[config.mk]
export PLATFORM = sky130hd
export DESIGN_NAME = tlk2711_reg_bank_flat
export DESIGN_NICKNAME = d
export VERILOG_FILES = /design/src/rtl/tlk2711_reg_if.sv /design/src/rtl/tlk2711_reg_bank.sv /design/src/flat_wrapper.sv
export SDC_FILE = /design/constraint.sdc
export NUM_CORES = 2
export LEC_CHECK = 0
export ABC_CLOCK_PERIOD_IN_PS = 7400
export BUFFER_PORTS_ARGS = -buffer_cell sky130_fd_sc_hd__buf_2
export CAP_MARGIN = 15
export CORE_AREA = 2 2 548 278
export CTS_BUF_LIST = sky130_fd_sc_hd__clkbuf_4
export CTS_CLUSTER_SIZE = 25
export DETAILED_ROUTE_END_ITERATION = 7
export DIE_AREA = 0 0 550 280
export PLACE_DENSITY = 0.62
export SLEW_MARGIN = 10
export SYNTH_ARGS = -nofsm -noshare
export SYNTH_HDL_FRONTEND = slang
export SYNTH_SLANG_ARGS = --single-unit
[constraint.sdc]
create_clock -name clk -period 7.4 [get_ports clk]
set_clock_uncertainty 0.15 [all_clocks]
set_input_delay 0.74 -clock clk [delete_from_list [all_inputs] [get_ports clk]]
set_output_delay 0.74 -clock clk [all_outputs]
set_load 0.005 [all_outputs]
[src/rtl/tlk2711_reg_if.sv]
// ----------------------------------------------------------------------------
// tlk2711_reg_if
//   Register bus between the PS register bridge (already synchronised into
//   clk) and the TLK2711 register bank.
//
//   wen / waddr / wdata : single-cycle write strobe, byte address, data
//   ren / raddr         : single-cycle read strobe, byte address
//   rdata / rvalid      : read data, valid pulse two cycles after ren
//
//   master : the bridge side (drives the strobes)
//   slave  : the register bank side (returns read data)
// ----------------------------------------------------------------------------
interface tlk2711_reg_if;
    logic        wen;
    logic [15:0] waddr;
    logic [63:0] wdata;
    logic        ren;
    logic [15:0] raddr;
    logic [63:0] rdata;
    logic        rvalid;

    modport master (
        output wen, waddr, wdata, ren, raddr,
        input  rdata, rvalid
    );

    modport slave (
        input  wen, waddr, wdata, ren, raddr,
        output rdata, rvalid
    );
endinterface

[src/rtl/tlk2711_reg_bank.sv]
// ----------------------------------------------------------------------------
// tlk2711_reg_bank
//   Multi-channel register bank for NUM_CH TLK2711 links. One 256-byte page
//   per link (addr[11:8] = channel) plus a global page at 0xF000.
//
//   Ports
//     clk, rst              : clock, synchronous active-high reset
//     bus                   : register bus (slave side)
//     o_tx_* / o_rx_*       : per-channel DMA configuration, decoded from
//                             the TX_ADDR/TX_LENGTH/TX_PACKET/RX_ADDR/RX_CTRL
//                             registers, NUM_CH lanes packed LSB-first
//     o_tx/rx_config_done   : one-cycle start pulses from TX_CFG / RX_CFG
//     i_*_interrupt         : one-cycle event strobes per channel
//     i_rx_* / i_*_loss     : event payloads, valid with their strobe
//     i_tx/rx_status        : live status, readable through the page
//     o_irq                 : registered level interrupt per channel
//     o_soft_rst            : programmable-length soft reset pulse
//
//   Reads have a fixed two-cycle latency. Every channel owns an event FIFO
//   fed by three capture registers (rx > tx > loss, one push per cycle) and
//   drained by reads of EVT_POP.
// ----------------------------------------------------------------------------
module tlk2711_reg_bank #(
    parameter int NUM_CH          = 2,
    parameter int ADDR_WIDTH      = 32,
    parameter int EVT_DEPTH       = 8,
    parameter int SOFT_RST_CYCLES = 255
) (
    input  logic                         clk,
    input  logic                         rst,
    tlk2711_reg_if.slave                 bus,

    output logic [NUM_CH*ADDR_WIDTH-1:0] o_tx_base_addr,
    output logic [NUM_CH*32-1:0]         o_tx_total_length,
    output logic [NUM_CH*16-1:0]         o_tx_packet_body,
    output logic [NUM_CH*16-1:0]         o_tx_packet_tail,
    output logic [NUM_CH*16-1:0]         o_tx_body_num,
    output logic [NUM_CH*3-1:0]          o_tx_mode,
    output logic [NUM_CH-1:0]            o_loopback_ena,
    output logic [NUM_CH-1:0]            o_tx_pre,
    output logic [NUM_CH*ADDR_WIDTH-1:0] o_rx_base_addr,
    output logic [NUM_CH-1:0]            o_rx_fifo_rd,
    output logic [NUM_CH-1:0]            o_tx_config_done,
    output logic [NUM_CH-1:0]            o_rx_config_done,

    input  logic [NUM_CH-1:0]            i_tx_interrupt,
    input  logic [NUM_CH-1:0]            i_rx_interrupt,
    input  logic [NUM_CH-1:0]            i_loss_interrupt,
    input  logic [NUM_CH*16-1:0]         i_rx_frame_length,
    input  logic [NUM_CH*16-1:0]         i_rx_frame_num,
    input  logic [NUM_CH*8-1:0]          i_rx_data_type,
    input  logic [NUM_CH-1:0]            i_rx_file_end_flag,
    input  logic [NUM_CH-1:0]            i_rx_checksum_flag,
    input  logic [NUM_CH*6-1:0]          i_rx_status,
    input  logic [NUM_CH*10-1:0]         i_tx_status,
    input  logic [NUM_CH-1:0]            i_sync_loss,
    input  logic [NUM_CH-1:0]            i_link_loss,

    output logic [NUM_CH-1:0]            o_irq,
    output logic                         o_soft_rst
);

    localparam int PW = $clog2(EVT_DEPTH);
    localparam int CW = $clog2(SOFT_RST_CYCLES + 1);

    localparam logic [PW:0]   PTR_ONE   = (PW+1)'(1);
    localparam logic [CW-1:0] SOFT_ONE  = CW'(1);
    localparam logic [CW-1:0] SOFT_LOAD = CW'(SOFT_RST_CYCLES);

    localparam logic [7:0] OFF_TX_CFG    = 8'h08;
    localparam logic [7:0] OFF_RX_CFG    = 8'h10;
    localparam logic [7:0] OFF_TX_ADDR   = 8'h20;
    localparam logic [7:0] OFF_TX_LENGTH = 8'h28;
    localparam logic [7:0] OFF_TX_PACKET = 8'h30;
    localparam logic [7:0] OFF_TX_STATUS = 8'h38;
    localparam logic [7:0] OFF_RX_ADDR   = 8'h40;
    localparam logic [7:0] OFF_RX_CTRL   = 8'h48;
    localparam logic [7:0] OFF_RX_STATUS = 8'h50;
    localparam logic [7:0] OFF_EVT_POP   = 8'h60;
    localparam logic [7:0] OFF_IRQ_MASK  = 8'h68;
    localparam logic [7:0] OFF_IRQ_STAT  = 8'h70;

    localparam logic [63:0] VERSION = 64'h0000_2711_0002_0000 | 64'(NUM_CH);
    // The tx event carries no payload, so its capture is a pending bit only.
    localparam logic [63:0] TX_EVT  = {4'd1, 44'h0, 16'h5AA5};

    // ---------------------------------------------------------------- state
    logic [63:0] tx_addr_q  [NUM_CH];
    logic [63:0] tx_len_q   [NUM_CH];
    logic [63:0] tx_pkt_q   [NUM_CH];
    logic [63:0] rx_addr_q  [NUM_CH];
    logic [63:0] rx_ctrl_q  [NUM_CH];
    logic [3:0]  irq_mask_q [NUM_CH];
    logic [3:0]  irq_stat_q [NUM_CH];
    logic [63:0] rx_cap_q   [NUM_CH];
    logic [63:0] loss_cap_q [NUM_CH];
    logic [PW:0] wr_ptr_q   [NUM_CH];
    logic [PW:0] rd_ptr_q   [NUM_CH];
    logic [63:0] evt_mem    [NUM_CH][EVT_DEPTH];

    logic [NUM_CH-1:0] rx_pend_q, tx_pend_q, loss_pend_q;
    logic [NUM_CH-1:0] tx_cfg_q, rx_cfg_q, irq_q;
    logic              s1_valid_q;
    logic [63:0]       s1_data_q;
    logic [CW-1:0]     soft_cnt_q;
    logic              soft_q;

    // --------------------------------------------------------------- decode
    logic       w_chan_page, r_chan_page, r_glob_page, soft_wr;
    logic [3:0] w_ch, r_ch;
    logic [7:0] w_off, r_off;

    assign w_chan_page = (bus.waddr[15:12] == 4'h0);
    assign w_ch        = bus.waddr[11:8];
    assign w_off       = bus.waddr[7:0];
    assign r_chan_page = (bus.raddr[15:12] == 4'h0);
    assign r_glob_page = (bus.raddr[15:12] == 4'hF);
    assign r_ch        = bus.raddr[11:8];
    assign r_off       = bus.raddr[7:0];
    assign soft_wr     = bus.wen && (bus.waddr == 16'hF000) && bus.wdata[0];

    // Channels at or above NUM_CH never match, so their writes fall away.
    logic [NUM_CH-1:0] wr_ch;
    // NOTE: every combinational output gets a default before any branch so no
    // path leaves it unassigned and no latch is inferred.
    always_comb begin
        wr_ch = '0;
        for (int c = 0; c < NUM_CH; c++)
            wr_ch[c] = bus.wen && w_chan_page && (w_ch == 4'(c));
    end

    // ----------------------------------------------------------- FIFO state
    logic [NUM_CH-1:0] evt_empty, evt_full;
    logic [63:0]       evt_head [NUM_CH];

    always_comb begin
        evt_empty = '0;
        evt_full  = '0;
        for (int c = 0; c < NUM_CH; c++) begin
            evt_empty[c] = (wr_ptr_q[c] == rd_ptr_q[c]);
            evt_full[c]  = (wr_ptr_q[c][PW] != rd_ptr_q[c][PW]) &&
                           (wr_ptr_q[c][PW-1:0] == rd_ptr_q[c][PW-1:0]);
            evt_head[c]  = evt_mem[c][rd_ptr_q[c][PW-1:0]];
        end
    end

    // ------------------------------------------------------------ read mux
    logic [63:0]       rd_data_c;
    logic [NUM_CH-1:0] pop_req;

    always_comb begin
        rd_data_c = '0;
        pop_req   = '0;
        if (bus.ren) begin
            if (r_glob_page) begin
                case (bus.raddr[11:0])
                    12'h008: rd_data_c = VERSION;
                    12'h010: rd_data_c = 64'(irq_q);
                    default: rd_data_c = '0;
                endcase
            end
            for (int c = 0; c < NUM_CH; c++) begin
                if (r_chan_page && (r_ch == 4'(c))) begin
                    case (r_off)
                        OFF_TX_ADDR:   rd_data_c = tx_addr_q[c];
                        OFF_TX_LENGTH: rd_data_c = tx_len_q[c];
                        OFF_TX_PACKET: rd_data_c = tx_pkt_q[c];
                        OFF_RX_ADDR:   rd_data_c = rx_addr_q[c];
                        OFF_RX_CTRL:   rd_data_c = rx_ctrl_q[c];
                        OFF_TX_STATUS: rd_data_c = {4'h9, 50'h0, i_tx_status[c*10 +: 10]};
                        OFF_RX_STATUS: rd_data_c = {4'hA, 54'h0, i_rx_status[c*6 +: 6]};
                        OFF_IRQ_MASK:  rd_data_c = {60'h0, irq_mask_q[c]};
                        OFF_IRQ_STAT:  rd_data_c = {60'h0, irq_stat_q[c]};
                        OFF_EVT_POP: begin
                            pop_req[c] = 1'b1;
                            rd_data_c  = evt_empty[c] ? 64'h0 : evt_head[c];
                        end
                        default:       rd_data_c = '0;
                    endcase
                end
            end
        end
    end

    // ----------------------------------------------- push arbitration / IRQ
    logic [NUM_CH-1:0] pop_ok, push_req, push_ok, sel_rx, sel_tx, sel_loss;
    logic [63:0]       push_data [NUM_CH];
    logic [3:0]        irq_set   [NUM_CH];
    logic [3:0]        irq_w1c   [NUM_CH];

    always_comb begin
        pop_ok   = '0;
        push_req = '0;
        push_ok  = '0;
        sel_rx   = '0;
        sel_tx   = '0;
        sel_loss = '0;
        for (int c = 0; c < NUM_CH; c++) begin
            pop_ok[c]   = pop_req[c] && !evt_empty[c];
            sel_rx[c]   = rx_pend_q[c];
            sel_tx[c]   = tx_pend_q[c] && !rx_pend_q[c];
            sel_loss[c] = loss_pend_q[c] && !rx_pend_q[c] && !tx_pend_q[c];
            push_req[c] = rx_pend_q[c] || tx_pend_q[c] || loss_pend_q[c];
            // A pop in the same cycle frees the slot, so a full FIFO still
            // accepts the push.
            push_ok[c]  = push_req[c] && (!evt_full[c] || pop_ok[c]);
            push_data[c] = sel_rx[c] ? rx_cap_q[c] :
                           sel_tx[c] ? TX_EVT      : loss_cap_q[c];
            // rx has top priority and is always drained the cycle after its
            // capture, so only tx and loss can be overwritten while pending.
            irq_set[c] = {(i_tx_interrupt[c]   && tx_pend_q[c]   && !sel_tx[c])   ||
                          (i_loss_interrupt[c] && loss_pend_q[c] && !sel_loss[c]) ||
                          (push_req[c] && !push_ok[c]),
                          i_loss_interrupt[c], i_rx_interrupt[c], i_tx_interrupt[c]};
            irq_w1c[c] = (wr_ch[c] && (w_off == OFF_IRQ_STAT)) ? bus.wdata[3:0] : 4'h0;
        end
    end

    // ------------------------------------------------------ sequential core
    // NOTE: all clocked state uses non-blocking assignments so every register
    // samples pre-edge values regardless of statement order.
    always_ff @(posedge clk) begin
        if (rst) begin
            for (int c = 0; c < NUM_CH; c++) begin
                tx_addr_q[c]  <= '0;
                tx_len_q[c]   <= '0;
                tx_pkt_q[c]   <= '0;
                rx_addr_q[c]  <= '0;
                rx_ctrl_q[c]  <= '0;
                irq_mask_q[c] <= '0;
                irq_stat_q[c] <= '0;
                rx_cap_q[c]   <= '0;
                loss_cap_q[c] <= '0;
                wr_ptr_q[c]   <= '0;
                rd_ptr_q[c]   <= '0;
            end
            rx_pend_q   <= '0;
            tx_pend_q   <= '0;
            loss_pend_q <= '0;
            tx_cfg_q    <= '0;
            rx_cfg_q    <= '0;
            irq_q       <= '0;
            s1_valid_q  <= 1'b0;
            s1_data_q   <= '0;
            bus.rvalid  <= 1'b0;
            bus.rdata   <= '0;
            soft_cnt_q  <= '0;
            soft_q      <= 1'b0;
        end else begin
            for (int c = 0; c < NUM_CH; c++) begin
                if (wr_ch[c]) begin
                    case (w_off)
                        OFF_TX_ADDR:   tx_addr_q[c]  <= bus.wdata;
                        OFF_TX_LENGTH: tx_len_q[c]   <= bus.wdata;
                        OFF_TX_PACKET: tx_pkt_q[c]   <= bus.wdata;
                        OFF_RX_ADDR:   rx_addr_q[c]  <= bus.wdata;
                        OFF_RX_CTRL:   rx_ctrl_q[c]  <= bus.wdata;
                        OFF_IRQ_MASK:  irq_mask_q[c] <= bus.wdata[3:0];
                        default: ;
                    endcase
                end
                tx_cfg_q[c] <= wr_ch[c] && (w_off == OFF_TX_CFG);
                rx_cfg_q[c] <= wr_ch[c] && (w_off == OFF_RX_CFG);

                if (i_rx_interrupt[c])
                    rx_cap_q[c] <= {4'd2, 18'h0, i_rx_data_type[c*8 +: 8],
                                    i_rx_file_end_flag[c], i_rx_checksum_flag[c],
                                    i_rx_frame_num[c*16 +: 16],
                                    i_rx_frame_length[c*16 +: 16]};
                if (i_loss_interrupt[c])
                    loss_cap_q[c] <= {4'd3, 52'h0, i_rx_status[c*6 +: 6],
                                      i_sync_loss[c], i_link_loss[c]};
                // A selected capture leaves this cycle whether pushed or dropped.
                rx_pend_q[c]   <= i_rx_interrupt[c]   || (rx_pend_q[c]   && !sel_rx[c]);
                tx_pend_q[c]   <= i_tx_interrupt[c]   || (tx_pend_q[c]   && !sel_tx[c]);
                loss_pend_q[c] <= i_loss_interrupt[c] || (loss_pend_q[c] && !sel_loss[c]);

                if (push_ok[c]) wr_ptr_q[c] <= wr_ptr_q[c] + PTR_ONE;
                if (pop_ok[c])  rd_ptr_q[c] <= rd_ptr_q[c] + PTR_ONE;

                // Set after clear: a same-cycle event survives a W1C.
                irq_stat_q[c] <= (irq_stat_q[c] & ~irq_w1c[c]) | irq_set[c];
                irq_q[c]      <= |(irq_stat_q[c] & ~irq_mask_q[c]);
            end

            s1_valid_q <= bus.ren;
            s1_data_q  <= rd_data_c;
            bus.rvalid <= s1_valid_q;
            if (s1_valid_q) bus.rdata <= s1_data_q;

            if (soft_wr) begin
                soft_cnt_q <= SOFT_LOAD;
                soft_q     <= 1'b1;
            end else if (soft_cnt_q > SOFT_ONE) begin
                soft_cnt_q <= soft_cnt_q - SOFT_ONE;
            end else begin
                soft_cnt_q <= '0;
                soft_q     <= 1'b0;
            end
        end
    end

    // NOTE: the event storage has no reset; the pointers alone define which
    // entries are valid, and an empty pop returns zero rather than stale data.
    always_ff @(posedge clk) begin
        for (int c = 0; c < NUM_CH; c++)
            if (push_ok[c]) evt_mem[c][wr_ptr_q[c][PW-1:0]] <= push_data[c];
    end

    // -------------------------------------------------------------- outputs
    for (genvar g = 0; g < NUM_CH; g++) begin : g_out
        assign o_tx_base_addr[g*ADDR_WIDTH +: ADDR_WIDTH] = tx_addr_q[g][ADDR_WIDTH-1:0];
        assign o_rx_base_addr[g*ADDR_WIDTH +: ADDR_WIDTH] = rx_addr_q[g][ADDR_WIDTH-1:0];
        assign o_tx_total_length[g*32 +: 32] = tx_len_q[g][31:0];
        assign o_tx_packet_body[g*16 +: 16]  = tx_pkt_q[g][15:0];
        assign o_tx_body_num[g*16 +: 16]     = tx_pkt_q[g][31:16];
        assign o_tx_packet_tail[g*16 +: 16]  = tx_pkt_q[g][47:32];
        assign o_tx_mode[g*3 +: 3]           = tx_pkt_q[g][62:60];
        assign o_tx_pre[g]                   = tx_pkt_q[g][59];
        assign o_loopback_ena[g]             = tx_pkt_q[g][63];
        assign o_rx_fifo_rd[g]               = rx_ctrl_q[g][0];
    end

    assign o_tx_config_done = tx_cfg_q;
    assign o_rx_config_done = rx_cfg_q;
    assign o_irq            = irq_q;
    assign o_soft_rst       = soft_q;

endmodule

[src/flat_wrapper.sv]
// flat-port wrapper written by rule: the top's interface ports become plain ports
module tlk2711_reg_bank_flat 
#(
    parameter int NUM_CH          = 2,
    parameter int ADDR_WIDTH      = 32,
    parameter int EVT_DEPTH       = 8,
    parameter int SOFT_RST_CYCLES = 255
)
  (clk, rst, o_tx_base_addr, o_tx_total_length, o_tx_packet_body, o_tx_packet_tail, o_tx_body_num, o_tx_mode, o_loopback_ena, o_tx_pre, o_rx_base_addr, o_rx_fifo_rd, o_tx_config_done, o_rx_config_done, i_tx_interrupt, i_rx_interrupt, i_loss_interrupt, i_rx_frame_length, i_rx_frame_num, i_rx_data_type, i_rx_file_end_flag, i_rx_checksum_flag, i_rx_status, i_tx_status, i_sync_loss, i_link_loss, o_irq, o_soft_rst, bus_wen, bus_waddr, bus_wdata, bus_ren, bus_raddr, bus_rdata, bus_rvalid);
  tlk2711_reg_if bus_i ();
  input  logic clk;
  input  logic rst;
  output logic [NUM_CH*ADDR_WIDTH-1:0] o_tx_base_addr;
  output logic [NUM_CH*32-1:0] o_tx_total_length;
  output logic [NUM_CH*16-1:0] o_tx_packet_body;
  output logic [NUM_CH*16-1:0] o_tx_packet_tail;
  output logic [NUM_CH*16-1:0] o_tx_body_num;
  output logic [NUM_CH*3-1:0] o_tx_mode;
  output logic [NUM_CH-1:0] o_loopback_ena;
  output logic [NUM_CH-1:0] o_tx_pre;
  output logic [NUM_CH*ADDR_WIDTH-1:0] o_rx_base_addr;
  output logic [NUM_CH-1:0] o_rx_fifo_rd;
  output logic [NUM_CH-1:0] o_tx_config_done;
  output logic [NUM_CH-1:0] o_rx_config_done;
  input  logic [NUM_CH-1:0] i_tx_interrupt;
  input  logic [NUM_CH-1:0] i_rx_interrupt;
  input  logic [NUM_CH-1:0] i_loss_interrupt;
  input  logic [NUM_CH*16-1:0] i_rx_frame_length;
  input  logic [NUM_CH*16-1:0] i_rx_frame_num;
  input  logic [NUM_CH*8-1:0] i_rx_data_type;
  input  logic [NUM_CH-1:0] i_rx_file_end_flag;
  input  logic [NUM_CH-1:0] i_rx_checksum_flag;
  input  logic [NUM_CH*6-1:0] i_rx_status;
  input  logic [NUM_CH*10-1:0] i_tx_status;
  input  logic [NUM_CH-1:0] i_sync_loss;
  input  logic [NUM_CH-1:0] i_link_loss;
  output logic [NUM_CH-1:0] o_irq;
  output logic o_soft_rst;
  input wire logic [$bits(bus_i.wen)-1:0] bus_wen;
  input wire logic [$bits(bus_i.waddr)-1:0] bus_waddr;
  input wire logic [$bits(bus_i.wdata)-1:0] bus_wdata;
  input wire logic [$bits(bus_i.ren)-1:0] bus_ren;
  input wire logic [$bits(bus_i.raddr)-1:0] bus_raddr;
  output wire logic [$bits(bus_i.rdata)-1:0] bus_rdata;
  output wire logic [$bits(bus_i.rvalid)-1:0] bus_rvalid;
  assign bus_i.wen = bus_wen;
  assign bus_i.waddr = bus_waddr;
  assign bus_i.wdata = bus_wdata;
  assign bus_i.ren = bus_ren;
  assign bus_i.raddr = bus_raddr;
  assign bus_rdata = bus_i.rdata;
  assign bus_rvalid = bus_i.rvalid;
  tlk2711_reg_bank #(.NUM_CH(NUM_CH), .ADDR_WIDTH(ADDR_WIDTH), .EVT_DEPTH(EVT_DEPTH), .SOFT_RST_CYCLES(SOFT_RST_CYCLES)) u_core (.clk(clk), .rst(rst), .bus(bus_i), .o_tx_base_addr(o_tx_base_addr), .o_tx_total_length(o_tx_total_length), .o_tx_packet_body(o_tx_packet_body), .o_tx_packet_tail(o_tx_packet_tail), .o_tx_body_num(o_tx_body_num), .o_tx_mode(o_tx_mode), .o_loopback_ena(o_loopback_ena), .o_tx_pre(o_tx_pre), .o_rx_base_addr(o_rx_base_addr), .o_rx_fifo_rd(o_rx_fifo_rd), .o_tx_config_done(o_tx_config_done), .o_rx_config_done(o_rx_config_done), .i_tx_interrupt(i_tx_interrupt), .i_rx_interrupt(i_rx_interrupt), .i_loss_interrupt(i_loss_interrupt), .i_rx_frame_length(i_rx_frame_length), .i_rx_frame_num(i_rx_frame_num), .i_rx_data_type(i_rx_data_type), .i_rx_file_end_flag(i_rx_file_end_flag), .i_rx_checksum_flag(i_rx_checksum_flag), .i_rx_status(i_rx_status), .i_tx_status(i_tx_status), .i_sync_loss(i_sync_loss), .i_link_loss(i_link_loss), .o_irq(o_irq), .o_soft_rst(o_soft_rst));
endmodule
* Yosys cells after proc, flatten, opt, wreduce, memory -nomap -nowiden
Memory sizes are Yosys's and may differ from the RTL's. Index checks and enable logic that the tools add are counted. Widths: inputs -> output; s select.
Word-level totals: memory bits (writable) 1802, memories 12, register bits after elaboration 151, word-level logic and storage cells 306
Cells by class: $lt $le $gt $ge 7, $add $sub $neg 5, reductions and logical operators 76, eq/ne operators 32, bitwise operators 37, multiplexer cells 125
Memory list:
- u_core.evt_mem | depth 2, bits a word 512, rd ports 2, clocked after Yosys merged registers in 0, wr ports 2, RTL line tlk2711_reg_bank.sv:99 | logic [63:0] evt_mem [NUM_CH][EVT_DEPTH];
- u_core.rx_addr_q | depth 2, bits a word 64, rd ports 2, clocked after Yosys merged registers in 0, wr ports 2, RTL line tlk2711_reg_bank.sv:91 | logic [63:0] rx_addr_q [NUM_CH];
- u_core.rx_ctrl_q | depth 2, bits a word 64, rd ports 2, clocked after Yosys merged registers in 0, wr ports 2, RTL line tlk2711_reg_bank.sv:92 | logic [63:0] rx_ctrl_q [NUM_CH];
- u_core.tx_addr_q | depth 2, bits a word 64, rd ports 2, clocked after Yosys merged registers in 0, wr ports 2, RTL line tlk2711_reg_bank.sv:88 | logic [63:0] tx_addr_q [NUM_CH];
- u_core.tx_len_q | depth 2, bits a word 64, rd ports 2, clocked after Yosys merged registers in 0, wr ports 2, RTL line tlk2711_reg_bank.sv:89 | logic [63:0] tx_len_q [NUM_CH];
- u_core.tx_pkt_q | depth 2, bits a word 64, rd ports 2, clocked after Yosys merged registers in 0, wr ports 2, RTL line tlk2711_reg_bank.sv:90 | logic [63:0] tx_pkt_q [NUM_CH];
- 6 more memories
Operators by type and width (count):
- $mux 64 | 25
- $pmux 64 s10 | 2
- $mux 512 | 2
- $bmux 64 s3 | 2
- $demux 64 s3 | 2
- $pmux 46 s2 | 1
- $mux 43 | 2
- $eq 8x7->1 const B | 10
- $mux 1 | 74
- $eq 8x6->1 const B | 7
- $logic_and 1x1->1 | 41
- $mux 4 | 10
- $or 1x1->1 | 22
- $mux 10 | 2
- $add 4x1->4 const B | 4
- $and 4x4->4 | 4
- $eq 16x16->1 const B | 1
- $ge 4x4->1 const B | 4
- $logic_not 4->1 | 4
- $mux 8 | 2
- $not 3->4 | 4
- $not 4->4 | 4
- $logic_not 1->1 | 14
- $logic_or 1x1->1 | 14
- other kinds (18) | 25

* Depth between registers and ports, before layout
depth after elaboration 12, mapped depth 10, gate-level depth less buffers 7

* Least setup slack after synthesis
Ideal clock, no wire load.
path type input-to-reg, start input bus_raddr[13], end memory u_core.evt_mem[0][448] in the netlist's numbering (enable), path buffers 0, data arrival time 5267 ps, stages 5, path slack 1483 ps, path through nor4_1 > nor3b_1 > a31oi_1 > or3_4 > nor3_1
RTL lines:
- from (decl) | RTL line flat_wrapper.sv:43 | input wire logic [$bits(bus_i.raddr)-1:0] bus_raddr;
- to (decl) | RTL line tlk2711_reg_bank.sv:99

* Worst setup path in the final report
start input bus_raddr[4], end register u_core.s1_data_q[5]
Between the ends: longest elaborated chain between the ends 4
RTL lines:
- $eq 8x7->1 or $eq 8x6->1 (tied branches) | RTL line tlk2711_reg_bank.sv:164 | case (r_off)
- $pmux 64 s10 | RTL line tlk2711_reg_bank.sv:164
- $mux 64 | RTL line tlk2711_reg_bank.sv:163 | if (r_chan_page && (r_ch == 4'(c))) begin
- $mux 64 (*) | RTL line tlk2711_reg_bank.sv:163
- to (signal assigned) | RTL line tlk2711_reg_bank.sv:287 | s1_data_q <= rd_data_c;
- to (decl) | RTL line tlk2711_reg_bank.sv:104 | logic [63:0] s1_data_q;
Mark *: on every way between the ends. The rest lies on a longest branch, timed or not. A chain may end at the register's enable or synchronous reset.

==> results by group <==
Floorplan
  – Cell Rows: around 100
  – Die X-Extent: between 500 and 600 um
  – Floorplan die height: 280 um
  – Die Outline Area: about 150000 um^2
  – Initial cell density of the core: 44.6%
  – I/O pin cnt: around 600
  – Core Region: roughly 150000 um^2

Logic synthesis
  – Syn_nets: between 4000 and 5000
  – Sequential share of the synthesized area: 70.9%
  – Area fraction of the dominant cell type after synthesis: 66.1%
  – Number of flops mapped to enable cells by yosys: 1472
  – Share of synthesized flip-flops with an asynchronous set or reset: 0%
  – Synthesized area per cell: 16.0 um^2
  – Count of distinct cell types in the synthesized netlist: 74
  – Post-synthesis register bit count: approximately 1600
  – Warnings, synthesis: 0
  – Post-synthesis instance total: approximately 4200
  – Main flop type after synthesis: edfxtp_1
  – Largest cells by area after synthesis: edfxtp_1 66%, mux4_2 5.9%, dfxtp_1 4.8%
  – Post-synthesis instance area: 66800 um^2
  – Cell type with the largest total area after synthesis: edfxtp_1

STA
  – Period Utilization, post-route: around two thirds
  – Count of endpoints failing hold in the final timing report: 0
  – Highest Clock Rate: between 200 and 250 MHz
  – Final Max Slew Viols: 0
  – Count of endpoints failing setup in the final report: 0
  – Slew Limit Headroom: between 10% and 20%
  – Actual transition at the worst max-transition pin: around 1.3 ns
  – Setup Total Neg Slack: 0 ns
  – RSZ-0062 raised after global routing: no
  – Min Clock Period, post-route: 4.87 ns

Run
  – Max-capacitance violation count: 0

Setup path
  – R2R Path Start: u_core.rd_ptr_q[0][4]
  – Crit path arrival time: between 5 and 6 ns
  – Biggest cell delay along the critical path: 0.86 ns
  – Req. time, crit path: a little over 8 ns
  – Type of the worst setup path: in2reg
  – Most frequent cell on the critical path: dlygate4sd3_1
  – Slowest CP cell: and3_1
  – CP Cell Sequence: dlygate4sd3_1, buf_6, buf_4, and3b_1, buf_4, and3_1, a221oi_1, o211ai_1, a21oi_1, dlygate4sd3_1, nor3_1, dlygate4sd3_1
  – Number of stages on the worst setup path: 12
  – Buffers plus inverters on the worst setup path: 6
  – Type of element capturing the critical path: flop
  – Setup crit start kind: primary input
  – Crit-path leading delay family: buffers and inverters
  – Endpoint of the lowest-slack register-to-register path: u_core.evt_mem[0][719]
  – R2r worst-path depth: 8
  – Critical path peak fanout: 41
  – R2R setup slack: ~3.5 ns

Route
  – Routed wire length: roughly 230 mm
  – Count of vias placed by the detailed router: around 43000
  – Per-cell via count in the routed design: 5.96
  – DR DRC count: 0
  – DR pass1 iterations: 6
  – DRT antenna net count: 0
  – Initial DRC count: around 6400
  – Average wire per standard cell: between 30 and 40 um

GRT
  – Largest net degree at the start of global routing: 92
  – Number of global-route vias before repair: 42100
  – Global-route usage over all layers: ~30%
  – Number of antenna violations at the first check in global routing: 13
  – Global-route congestion overflow total: 0
  – First-pass GRT wire length: 319 mm

Power
  – Total power: ~20 mW
  – PD cells: 260 nW/um^2
  – VDD IR max: about 0.13 mV
  – Leak: between 20 and 30 nW

Status
  – Result of the run: completed

CTS
  – Total number of H-tree levels: 5
  – Clock sink count: roughly 1600
  – Clock buffer count from CTS: 368
  – Worst skew pair latency: 1.16 ns
  – Clock input transition at the sequential cells of the worst setup and hold paths: around 0.070 ns
  – CTS tree: yes
  – Setup bufs post-CTS: 0
  – Clock tree root buffer cell: clkbuf_4
  – Clock buffer depth: 4

Min path
  – Worst Hold Depth: 4
  – Hold path start: i_tx_status[8]
  – Worst hold path type: in2reg
  – Worst Hold End: u_core.s1_data_q[8]

Placed design
  – Input/output buffers: slightly below 600
  – Routability cong.: between 0.9 and 1
  – Detailed placer's ending HPWL: ~150 mm

Final layout
  – Area Overhead vs Synth: 15.4%
  – Layout cell share with drive strength beyond 1: ~31%
  – # nets final: approximately 5000
cell usage in the layout, fill, tap and decap left out, types with 90 or more instances in the layout:
cell           Yosys  layout
and2_1           401     401
a22oi_1          169     169
nor2_1           202     183
dfxtp_1          159     156
buf_4            308     101
buf_2             61     594
dlygate4sd3_1      0     197
mux2i_1          164     164
clkbuf_4           0     567
edfxtp_1        1472    1472
nor2b_1           92      90
nand2_1          121     119
mux4_2           176     176
how the worst max path moves through the flow:
stage	start	endpoint
floorplan	bus_raddr[13]	u_core.evt_mem[0][448]
global placement	bus_raddr[6]	u_core.evt_mem[0][829]
detailed placement	bus_raddr[6]	u_core.evt_mem[0][829]
CTS	bus_raddr[4]	u_core.s1_data_q[5]
global route	bus_raddr[4]	u_core.s1_data_q[5]
finish	bus_raddr[4]	u_core.s1_data_q[5]
cell families (layout without fill, tap and decap cells):
group	Yosys count	count (layout)	share of synthesized area, %
flip-flops	1631	1631	70.9
AND/OR/NAND/NOR	995	995	8.22
AO/OA/AOI/OAI	597	597	6.65
buffers and inverters	571	1581	5.10
multiplexers	360	360	8.72
XOR/XNOR	22	22	0.288
adder cells (fa/ha/maj)	6	6	0.112
other	0	7	0
Yosys cell counts (21+ instances only):
cell type and n:
a2111oi_0 29, a21o_1 26, a21oi_1 60, a221oi_1 47, a22o_1 37, a22oi_1 169
and2_1 401, buf_1 23, buf_2 61, buf_4 308, clkbuf_1 153, dfxtp_1 159
edfxtp_1 1472, inv_1 22, mux2i_1 164, mux4_2 176, nand2_1 121, nand3_1 32
nor2_1 202, nor2b_1 92, nor3_1 33, nor3_2 21, o21ai_0 56, o22ai_1 39
worst min-delay path: stages:
cell and delay (ns):
buf_2 0.14, a22o_1 0.13, a2111oi_0 0.06, a221oi_1 0.22
state kept, by name, indices dropped and copies added (netlist names), 8 cells and up:
| signal | count |
|---|---|
| u_core.evt_mem | 704 |
| u_core.rx_addr_q | 128 |
| u_core.rx_ctrl_q | 128 |
| u_core.tx_addr_q | 128 |
| u_core.tx_len_q | 128 |
| u_core.tx_pkt_q | 128 |
| u_core.rx_cap_q | 86 |
| u_core.bus.rdata | 64 |
| u_core.s1_data_q | 64 |
| u_core.loss_cap_q | 18 |
| u_core.irq_mask_q | 8 |
| u_core.irq_stat_q | 8 |
| u_core.rd_ptr_q | 8 |
| u_core.soft_cnt_q | 8 |
| u_core.wr_ptr_q | 8 |
report_power, final:
group / switching (mW) / internal, mW / total [mW] / leakage (nW)
registers: 0.286 / 10.7 / 11.0 / 15.2
logic: 1.09 / 0.577 / 1.66 / 9.07
clock network: 3.68 / 3.76 / 7.44 / 2.89
layout make-up:
type | count | area, um^2
inverter | 22 | 82.6
tap | 2008 | 2510
timing repair buffer | 902 | 5860
sequential | 1631 | 47400
fill | 12600 | 72700
clock buffer | 566 | 4250
multi-input combinational | 1980 | 16400
clock inverter | 91 | 594
antenna | 7 | 17.5
layer usage:
layer  global-route usage, %  wire length, um  up-vias
met5                       0               63        -
met4                    8.04             5940       10
met3                    11.0            34000      397
met2                    41.2            96500     3363
met1                    43.2            95100    21700
li1                        -                -    17500
what timing repair did:
action | 4_1_cts | 5_1_grt
hold endpoints to repair | 799 | 0
resized for setup | 0 | 0
hold buffers | 197 | 0
through the flow:
step | util (%) | hold WS [ns] | setup WS, ns | instance area, um^2 | cells
2_1_floorplan | - | 0.291 | 1.48 | 66800 | 4182
3_3_place_gp | 46.9 | 0.290 | 2.41 | 70300 | 6343
3_5_place_dp | 46.9 | 0.307 | 2.36 | 70300 | 6343
4_1_cts | 51.4 | 0.00271 | 2.93 | 77100 | 7197
5_1_grt | 51.5 | 0.0403 | 2.65 | 77100 | 7203
6_report | 51.5 | 0.0836 | 2.53 | 77100 | 7207
(Power assumes the default switching activity.)
